**src/rtl/axis_uart_reg_bridge.sv**
```systemverilog
// UART byte-frame to register-bus bridge: decodes write/read frames from s_axis,
// performs one bus access, and returns ACK/NAK or little-endian read data on m_axis.
module axis_uart_reg_bridge #(
    parameter int unsigned DATA_BYTES    = 4,
    parameter int unsigned ADDR_W        = 8,
    parameter int unsigned FRAME_TIMEOUT = 5_000_000,
    parameter int unsigned BUS_TIMEOUT   = 255
) (
    input  logic                    clk_i,
    input  logic                    rst_i,
    input  logic [7:0]              s_axis_tdata,
    input  logic                    s_axis_tvalid,
    output logic                    s_axis_tready,
    output logic [7:0]              m_axis_tdata,
    output logic                    m_axis_tvalid,
    input  logic                    m_axis_tready,
    output logic [ADDR_W-1:0]       reg_addr_o,
    output logic [8*DATA_BYTES-1:0] reg_wdata_o,
    output logic                    reg_we_o,
    output logic                    reg_re_o,
    input  logic [8*DATA_BYTES-1:0] reg_rdata_i,
    input  logic                    reg_ack_i
);

    localparam int unsigned DATA_W = 8 * DATA_BYTES;
    localparam int unsigned IDX_W  = (DATA_BYTES > 1) ? $clog2(DATA_BYTES) : 1;
    localparam int unsigned LEFT_W = $clog2(DATA_BYTES + 1);
    localparam int unsigned FT_W   = $clog2(FRAME_TIMEOUT + 1);
    localparam int unsigned BT_W   = $clog2(BUS_TIMEOUT + 1);

    localparam logic [7:0] CMD_WR  = 8'h57;
    localparam logic [7:0] CMD_RD  = 8'h52;
    localparam logic [7:0] RSP_ACK = 8'h06;
    localparam logic [7:0] RSP_NAK = 8'h15;

    typedef enum logic [2:0] {
        S_IDLE,
        S_ADDR,
        S_WDATA,
        S_BUS,
        S_RESP
    } state_e;

    state_e              state_q, state_d;
    logic                is_wr_q, is_wr_d;
    logic [IDX_W-1:0]    idx_q, idx_d;
    logic [FT_W-1:0]     frame_cnt_q, frame_cnt_d;
    logic [BT_W-1:0]     bus_cnt_q, bus_cnt_d;
    logic [DATA_W-1:0]   resp_q, resp_d;
    logic [LEFT_W-1:0]   left_q, left_d;
    logic                s_tready_q, s_tready_d;
    logic                m_tvalid_q, m_tvalid_d;
    logic [7:0]          m_tdata_q, m_tdata_d;
    logic [ADDR_W-1:0]   addr_q, addr_d;
    logic [DATA_W-1:0]   wdata_q, wdata_d;
    logic                we_q, we_d;
    logic                re_q, re_d;

    logic s_fire;
    logic m_fire;

    assign s_fire = s_axis_tvalid & s_tready_q;
    assign m_fire = m_tvalid_q & m_axis_tready;

    assign s_axis_tready = s_tready_q;
    assign m_axis_tvalid = m_tvalid_q;
    assign m_axis_tdata  = m_tdata_q;
    assign reg_addr_o    = addr_q;
    assign reg_wdata_o   = wdata_q;
    assign reg_we_o      = we_q;
    assign reg_re_o      = re_q;

    // Next-state and registered-output logic
    always_comb begin
        state_d     = state_q;
        is_wr_d     = is_wr_q;
        idx_d       = idx_q;
        frame_cnt_d = frame_cnt_q;
        bus_cnt_d   = bus_cnt_q;
        resp_d      = resp_q;
        left_d      = left_q;
        m_tvalid_d  = m_tvalid_q;
        m_tdata_d   = m_tdata_q;
        addr_d      = addr_q;
        wdata_d     = wdata_q;

        case (state_q)
            S_IDLE: begin
                if (s_fire) begin
                    frame_cnt_d = '0;
                    if (s_axis_tdata == CMD_WR) begin
                        state_d = S_ADDR;
                        is_wr_d = 1'b1;
                    end else if (s_axis_tdata == CMD_RD) begin
                        state_d = S_ADDR;
                        is_wr_d = 1'b0;
                    end else begin
                        state_d    = S_RESP;
                        m_tvalid_d = 1'b1;
                        m_tdata_d  = RSP_NAK;
                        left_d     = LEFT_W'(1);
                    end
                end
            end
            S_ADDR: begin
                if (s_fire) begin
                    addr_d      = ADDR_W'(s_axis_tdata);
                    frame_cnt_d = '0;
                    idx_d       = '0;
                    bus_cnt_d   = '0;
                    state_d     = is_wr_q ? S_WDATA : S_BUS;
                end else if (frame_cnt_q == FT_W'(FRAME_TIMEOUT - 1)) begin
                    state_d = S_IDLE;
                end else begin
                    frame_cnt_d = frame_cnt_q + FT_W'(1);
                end
            end
            S_WDATA: begin
                if (s_fire) begin
                    for (int k = 0; k < int'(DATA_BYTES); k++) begin
                        if (idx_q == IDX_W'(k)) begin
                            wdata_d[8*k +: 8] = s_axis_tdata;
                        end
                    end
                    frame_cnt_d = '0;
                    if (idx_q == IDX_W'(DATA_BYTES - 1)) begin
                        state_d   = S_BUS;
                        bus_cnt_d = '0;
                    end else begin
                        idx_d = idx_q + IDX_W'(1);
                    end
                end else if (frame_cnt_q == FT_W'(FRAME_TIMEOUT - 1)) begin
                    state_d = S_IDLE;
                end else begin
                    frame_cnt_d = frame_cnt_q + FT_W'(1);
                end
            end
            S_BUS: begin
                if (reg_ack_i) begin
                    state_d    = S_RESP;
                    m_tvalid_d = 1'b1;
                    if (is_wr_q) begin
                        m_tdata_d = RSP_ACK;
                        left_d    = LEFT_W'(1);
                    end else begin
                        m_tdata_d = reg_rdata_i[7:0];
                        resp_d    = reg_rdata_i >> 8;
                        left_d    = LEFT_W'(DATA_BYTES);
                    end
                end else if (bus_cnt_q == BT_W'(BUS_TIMEOUT - 1)) begin
                    state_d    = S_RESP;
                    m_tvalid_d = 1'b1;
                    m_tdata_d  = RSP_NAK;
                    left_d     = LEFT_W'(1);
                end else begin
                    bus_cnt_d = bus_cnt_q + BT_W'(1);
                end
            end
            S_RESP: begin
                if (m_fire) begin
                    if (left_q == LEFT_W'(1)) begin
                        state_d    = S_IDLE;
                        m_tvalid_d = 1'b0;
                        m_tdata_d  = '0;
                    end else begin
                        m_tdata_d = resp_q[7:0];
                        resp_d    = resp_q >> 8;
                        left_d    = left_q - LEFT_W'(1);
                    end
                end
            end
            default: state_d = S_IDLE;
        endcase

        // Ready and strobes follow the state being entered so they line up with it
        s_tready_d = (state_d == S_IDLE) || (state_d == S_ADDR) || (state_d == S_WDATA);
        we_d       = (state_d == S_BUS) && is_wr_d;
        re_d       = (state_d == S_BUS) && !is_wr_d;
    end

    always_ff @(posedge clk_i) begin
        if (rst_i) begin
            state_q     <= S_IDLE;
            is_wr_q     <= 1'b0;
            idx_q       <= '0;
            frame_cnt_q <= '0;
            bus_cnt_q   <= '0;
            resp_q      <= '0;
            left_q      <= '0;
            s_tready_q  <= 1'b0;
            m_tvalid_q  <= 1'b0;
            m_tdata_q   <= '0;
            addr_q      <= '0;
            wdata_q     <= '0;
            we_q        <= 1'b0;
            re_q        <= 1'b0;
        end else begin
            state_q     <= state_d;
            is_wr_q     <= is_wr_d;
            idx_q       <= idx_d;
            frame_cnt_q <= frame_cnt_d;
            bus_cnt_q   <= bus_cnt_d;
            resp_q      <= resp_d;
            left_q      <= left_d;
            s_tready_q  <= s_tready_d;
            m_tvalid_q  <= m_tvalid_d;
            m_tdata_q   <= m_tdata_d;
            addr_q      <= addr_d;
            wdata_q     <= wdata_d;
            we_q        <= we_d;
            re_q        <= re_d;
        end
    end

endmodule
```
**config.mk**
```make
export PLATFORM = sky130hd
export DESIGN_NAME = axis_uart_reg_bridge
export DESIGN_NICKNAME = d
export VERILOG_FILES = /design/src/rtl/axis_uart_reg_bridge.sv
export SDC_FILE = /design/constraint.sdc
export NUM_CORES = 1
export LEC_CHECK = 0
export CAP_MARGIN = 20
export CORE_UTILIZATION = 50
export CTS_CLUSTER_DIAMETER = 150
export DETAILED_ROUTE_END_ITERATION = 16
export HOLD_SLACK_MARGIN = 0.12
export PLACE_DENSITY_LB_ADDON = 0.05
export SLEW_MARGIN = 20
export SYNTH_ARGS = -nofsm -noshare
export SYNTH_HDL_FRONTEND = slang
export SYNTH_SLANG_ARGS = --single-unit
```
**constraint.sdc**
```tcl
create_clock -name clk_i -period 2.55 [get_ports clk_i]
set_clock_uncertainty 0.2 [all_clocks]
set_input_delay 0.255 -clock clk_i [delete_from_list [all_inputs] [get_ports clk_i]]
set_output_delay 0.255 -clock clk_i [all_outputs]
set_load 0.05 [all_outputs]
```
## Yosys cells after proc, flatten, opt, wreduce, memory -nomap -nowiden

Index checks and enable logic that the tools add are counted.

| word-level totals | value |
|---|---|
| register bits after elaboration | 124 |
| bits of input ports | 45 |
| output and inout bits | 52 |
| logic and storage cells | 142 |

| cells by class | value |
|---|---|
| add/subtract/negate cells | 4 |
| equal/unequal tests | 31 |
| mux-type cells | 62 |
| bitwise operators | 2 |
| reductions and logical operators | 26 |

Operators with widths:

| cell | count |
|---|---|
| $mux 32 | 4 |
| $mux 8 | 13 |
| $mux 23 | 3 |
| $pmux 32 s2 | 1 |
| $mux 3 | 19 |
| $pmux 8 s3 | 2 |
| $pmux 23 s2 | 1 |
| $ne 2x2->1 const B | 14 |
| $add 23x1->23 const B | 1 |
| $eq 23x23->1 const B | 1 |
| $eq 8x7->1 const B | 2 |
| $pmux 3 s5 | 1 |
| $reduce_and 3->1 | 5 |
| $reduce_and 7->1 | 2 |
| $eq 3x2->1 const B | 4 |
| $mux 1 | 12 |
| $reduce_and 6->1 | 2 |
| $eq 3x1->1 const B | 3 |
| $pmux 3 s3 | 1 |
| $add 8x1->8 const B | 1 |
| $eq 8x8->1 const B | 1 |
| $logic_not 3->1 | 2 |
| $mux 2 | 3 |
| $ne 3x3->1 const B | 2 |
| other kinds (18) | 25 |

## Longest topological paths before layout

| depth | value |
|---|---|
| depth in word-level cells | 8 |
| gate-level depth with buffers | 8 |
| gate-level depth less buffers | 7 |

## Worst setup path after synthesis

OpenSTA, ideal clock, no wires.

| timing | value |
|---|---|
| kind | register to register |
| start point | register s_tready_q (netlist: s_axis_tready) |
| end point | register bus_cnt_q[5] |
| library setup time | 0.070 ns |
| data arrival time | 2.104 ns |
| required time | 2.280 ns |
| slack | 0.177 ns |
| cell stages (with the launch flop) | 7 |
| path buffers | 1 |
| clock period less this slack | 2.373 ns |
| cell sequence | dfxtp_1 > and2_1 > a22oi_1 > a211o_1 > clkbuf_1 > or4_1 > a21oi_1 |

| between the ends | value |
|---|---|
| longest elaborated chain between the ends | 3 |
| elaborated cells on any way between the ends | 4 |
| classes of those cells | 2 x eq/ne; 1 x bitwise; 1 x reduce/logical |

RTL lines:

| what | line | RTL |
|---|---|---|
| from (decl) | 51 | `logic s_tready_q, s_tready_d;` |
| from (signal assigned) | 205 | `s_tready_q <= s_tready_d;` |
| $and 1x1->1 (*) | 62 | `assign s_fire = s_axis_tvalid & s_tready_q;` |
| $ne 2x2->1 (no line) | -- |  |
| $reduce_and 6->1 (no line) (*) | -- |  |
| to (signal assigned) | 202 | `bus_cnt_q <= bus_cnt_d;` |
| to (decl) | 48 | `logic [BT_W-1:0] bus_cnt_q, bus_cnt_d;` |

Every way passes the cells marked *; elsewhere a longest branch is shown, timed or not.
A chain may end at the register's enable or synchronous reset.

## Worst setup path in the final report

| timing | value |
|---|---|
| start point | register state_q[0] |
| end point | register frame_cnt_q[11] |

| between the ends | value |
|---|---|
| longest elaborated chain between the ends | 4 |
| elaborated cells on any way between the ends | 9 |
| classes of those cells | 4 x eq/ne; 1 x mux; 4 x reduce/logical |

RTL lines:

| what | line | RTL |
|---|---|---|
| from (decl) | 44 | `state_e state_q, state_d;` |
| from (signal assigned) | 198 | `state_q <= state_d;` |
| $eq 3x2->1 or $eq 3x1->1 (tied branches) | 87 | `case (state_q)` |
| $reduce_or 2->1 (no line) | -- |  |
| $ne 3x3->1 (no line) or $reduce_bool 2->1 (tied branches) | -- |  |
| $reduce_and 3->1 (no line) | -- |  |
| to (signal assigned) | 201 | `frame_cnt_q <= frame_cnt_d;` |
| to (decl) | 47 | `logic [FT_W-1:0] frame_cnt_q, frame_cnt_d;` |

Several ways; a longest one is shown, not always the timed one.

==> out/qor.txt <==
Outcome: finished clean
Power Total: 4.70 mW
Reg clk slew, reported paths: 0.06 ns
# diodes: 0
Post-layout min period: 2.31 ns
Clk_lat worst skew: 0.51 ns
Mean Syn Cell Area: 8.20 um2
Fin. Hold Viols: 0
Fmax: 432 MHz
Layout cells sized above 1: 10.9%
Gr usage total: 25.5%
H-tree lvl count: 4
Net count, final: 821
Die Area: 11100 um2
Final setup fails: 0
Slew @ Worst Pin: 0.626 ns
Most numerous cell in the Yosys netlist: dfxtp_1
Share of the yosys chip area belonging to registers: 43.4%
#FFs+latches synth: 116
Core Area: 10300 um2
Top FF cell, synth: dfxtp_1
Max-cap violations: 0
Hold Path Class: in2reg
CP arrival: 2.55 ns
Avg WL per Cell: 14.8 um
Crit Path Category: reg2reg
Synth cell count leaders: dfxtp_1, nand2_1, a21oi_1
First-pass GRT wire length: 22.7 mm
CP endpoint kind: flop
Area delta synth->final: 35.9%
Synth top area share: 43.4%
Post-CTS Setup Inserts: 0
Largest net degree at the start of global routing: 47
Setup WS pre-CTS: -0.00334 ns
Ranking of synthesized cells by area: dfxtp_1, nand2_1, a21oi_1
DRT iter0 DRCs: 244
RePlAce Congestion: 0.813
Required time of the worst setup path: 2.79 ns
Cell variety after synth: 62
Area after DPL: 6540 um2
Part of the power in the clock network: 51.3%
Post-synth EDFFs: 0
Drt drc: 0
CP Launch Point: state_q[0]$_SDFF_PP0_
Synth Cell Area: 5350 um2
Terminus of the critical flop-to-flop path: frame_cnt_q[11]$_SDFFE_PP0P_
Post-Synthesis Cells: 652
Final WS setup: 0.237 ns
Ys async rst share: 0%
Final instance area: 7260 um2
Antenna Violating Nets Remaining: 0
Chip Width: 105 um
DR pass1 iterations: 5
Switching share of power: 22.5%
Die height: 105 um
Final WL: 13.6 mm
CTS Root Buffer Type: clkbuf_8
Final Cycle Share: 90.7%
Combinational power share: 9.1%
Post-synth net total: 706
Yosys warnings: 0
Net switching power: 1.06 mW
CTS tree: done
R2R depth: 6
Crit path capture: frame_cnt_q[11]$_SDFFE_PP0P_
Worst-path maximum fanout: 18
RSZ-0062 raised after global routing: no
Seq pwr share: 39.6%
Worst setup SP type: flop
I/O Buffers: 96
FF-to-FF setup slack: 0.24 ns
TritonCTS Sinks: 116
Largest area contributor in the netlist: dfxtp_1
Power per cell area: 647 nW/um2
Via count: 5094
Number of global-route vias before repair: 4826
Pint: 3.64 mW
IO Pins: 97
RR Startpoint: state_q[0]$_SDFF_PP0_
Worst VDD drop: 0.000430 V
Slew Limit Headroom: 58.3%
Worst hold slack: 0.130 ns
Post-DP HPWL: 9.50 mm
Finished Core Util: 70.4%
Max clock buf depth: 2
Num CTS Buffers: 17
Total gr overflow: 0
Pleak: 2.55 nW
Slew Viols, Final: 0
Initial Util: 51.8%
Vias per cell: 5.57
Initial antenna violation count: 0
Num rows: 37
kinds of logic after synthesis:
group           Yosys count  synth area share, %
buf+inv                  53                 4.42
fa+ha+maj                 9                 2.11
flops                   116                 43.4
compound gates          167                 20.6
xor+xnor                  8                 1.31
mux                      10                 1.87
simple gates            289                 26.2
metal layers:
layer,global-route usage (%),up-vias,wire [um]
met5,0,-,0
met3,4.82,18,575
met1,32.4,2368,6130
met2,42.7,139,6640
li1,-,2569,-
met4,10.1,0,213
flip-flops by register name, indices dropped and copies added (netlist names):
name           cells
is_wr_q            1
m_axis_tvalid      1
reg_re_o           1
reg_wdata_o       32
frame_cnt_q       23
left_q             3
bus_cnt_q          8
m_axis_tdata       8
reg_addr_o         8
idx_q              2
s_axis_tready      1
resp_q            24
reg_we_o           1
state_q            3
worst max-delay path, cell delays in order, from the launching register on:
cell and delay (ns):
dfxtp_1 0.57, nor2_1 0.15, a21oi_2 0.37, o21ai_4 0.11, buf_12 0.16, or4_1 0.53, a21oi_2 0.15
layout by cell type, fill, tap and decap left out, types with 10 or more instances in the layout:
cell type	n
a21oi_1	67
mux2i_1	10
nand3_1	41
buf_4	26
nor2_1	59
a311oi_1	16
a21oi_2	10
o21ai_0	19
nand2_1	110
dlygate4sd3_1	12
or3_1	14
clkdlybuf4s50_1	95
inv_1	12
clkbuf_16	16
dfxtp_1	116
power groups by stage:
| stage | clock [mW] | sequential (mW) | combinational [mW] |
|---|---|---|---|
| CTS | 2.44 | 1.86 | 0.428 |
| floorplan | 0 | 1.96 | 0.168 |
| global route | 2.54 | 1.87 | 0.459 |
| finish | 2.41 | 1.86 | 0.428 |
| global placement | 0 | 1.90 | 0.406 |
| detailed placement | 0 | 1.90 | 0.411 |
worst min-delay path by stage:
stage                                      startpoint                          end  slack (ns)  depth (start not counted)
after floorplan                       s_axis_tdata[1]   reg_addr_o[1]$_SDFFE_PP0P_        0.19                          2
after global placement        resp_q[18]$_SDFFE_PP0P_      resp_q[18]$_SDFFE_PP0P_        0.24                          2
after detailed placement  reg_wdata_o[5]$_SDFFE_PP0P_  reg_wdata_o[5]$_SDFFE_PP0P_        0.25                          2
after CTS                             reg_rdata_i[13]       resp_q[5]$_SDFFE_PP0P_        0.12                          3
after global routing                  reg_rdata_i[20]      resp_q[12]$_SDFFE_PP0P_        0.12                          3
final                                 reg_rdata_i[18]      resp_q[10]$_SDFFE_PP0P_        0.13                          3
layout make-up:
type,count,area [um2]
Clock buffer,19,442
Clock inverter,11,159
Fill cell,808,3060
Inverter,12,45.0
Multi-Input combinational cell,483,2800
Sequential cell,116,2320
Tap cell,136,170
Timing Repair Buffer,137,1330
per-stage QoR:
stage / setup TNS [ns] / std cells
final: 0 / 914
after global placement: 0 / 872
after floorplan: 0 / 652
after CTS: 0 / 914
after global routing: 0 / 914
after detailed placement: -0.00334 / 872
what timing repair did:
action                     CTS  global route
hold endpoints to repair    22             0
setup endpoints to repair    0             1
hold buffers                12             0
resized for setup            0             1
Power figures use the tool's default switching activity.
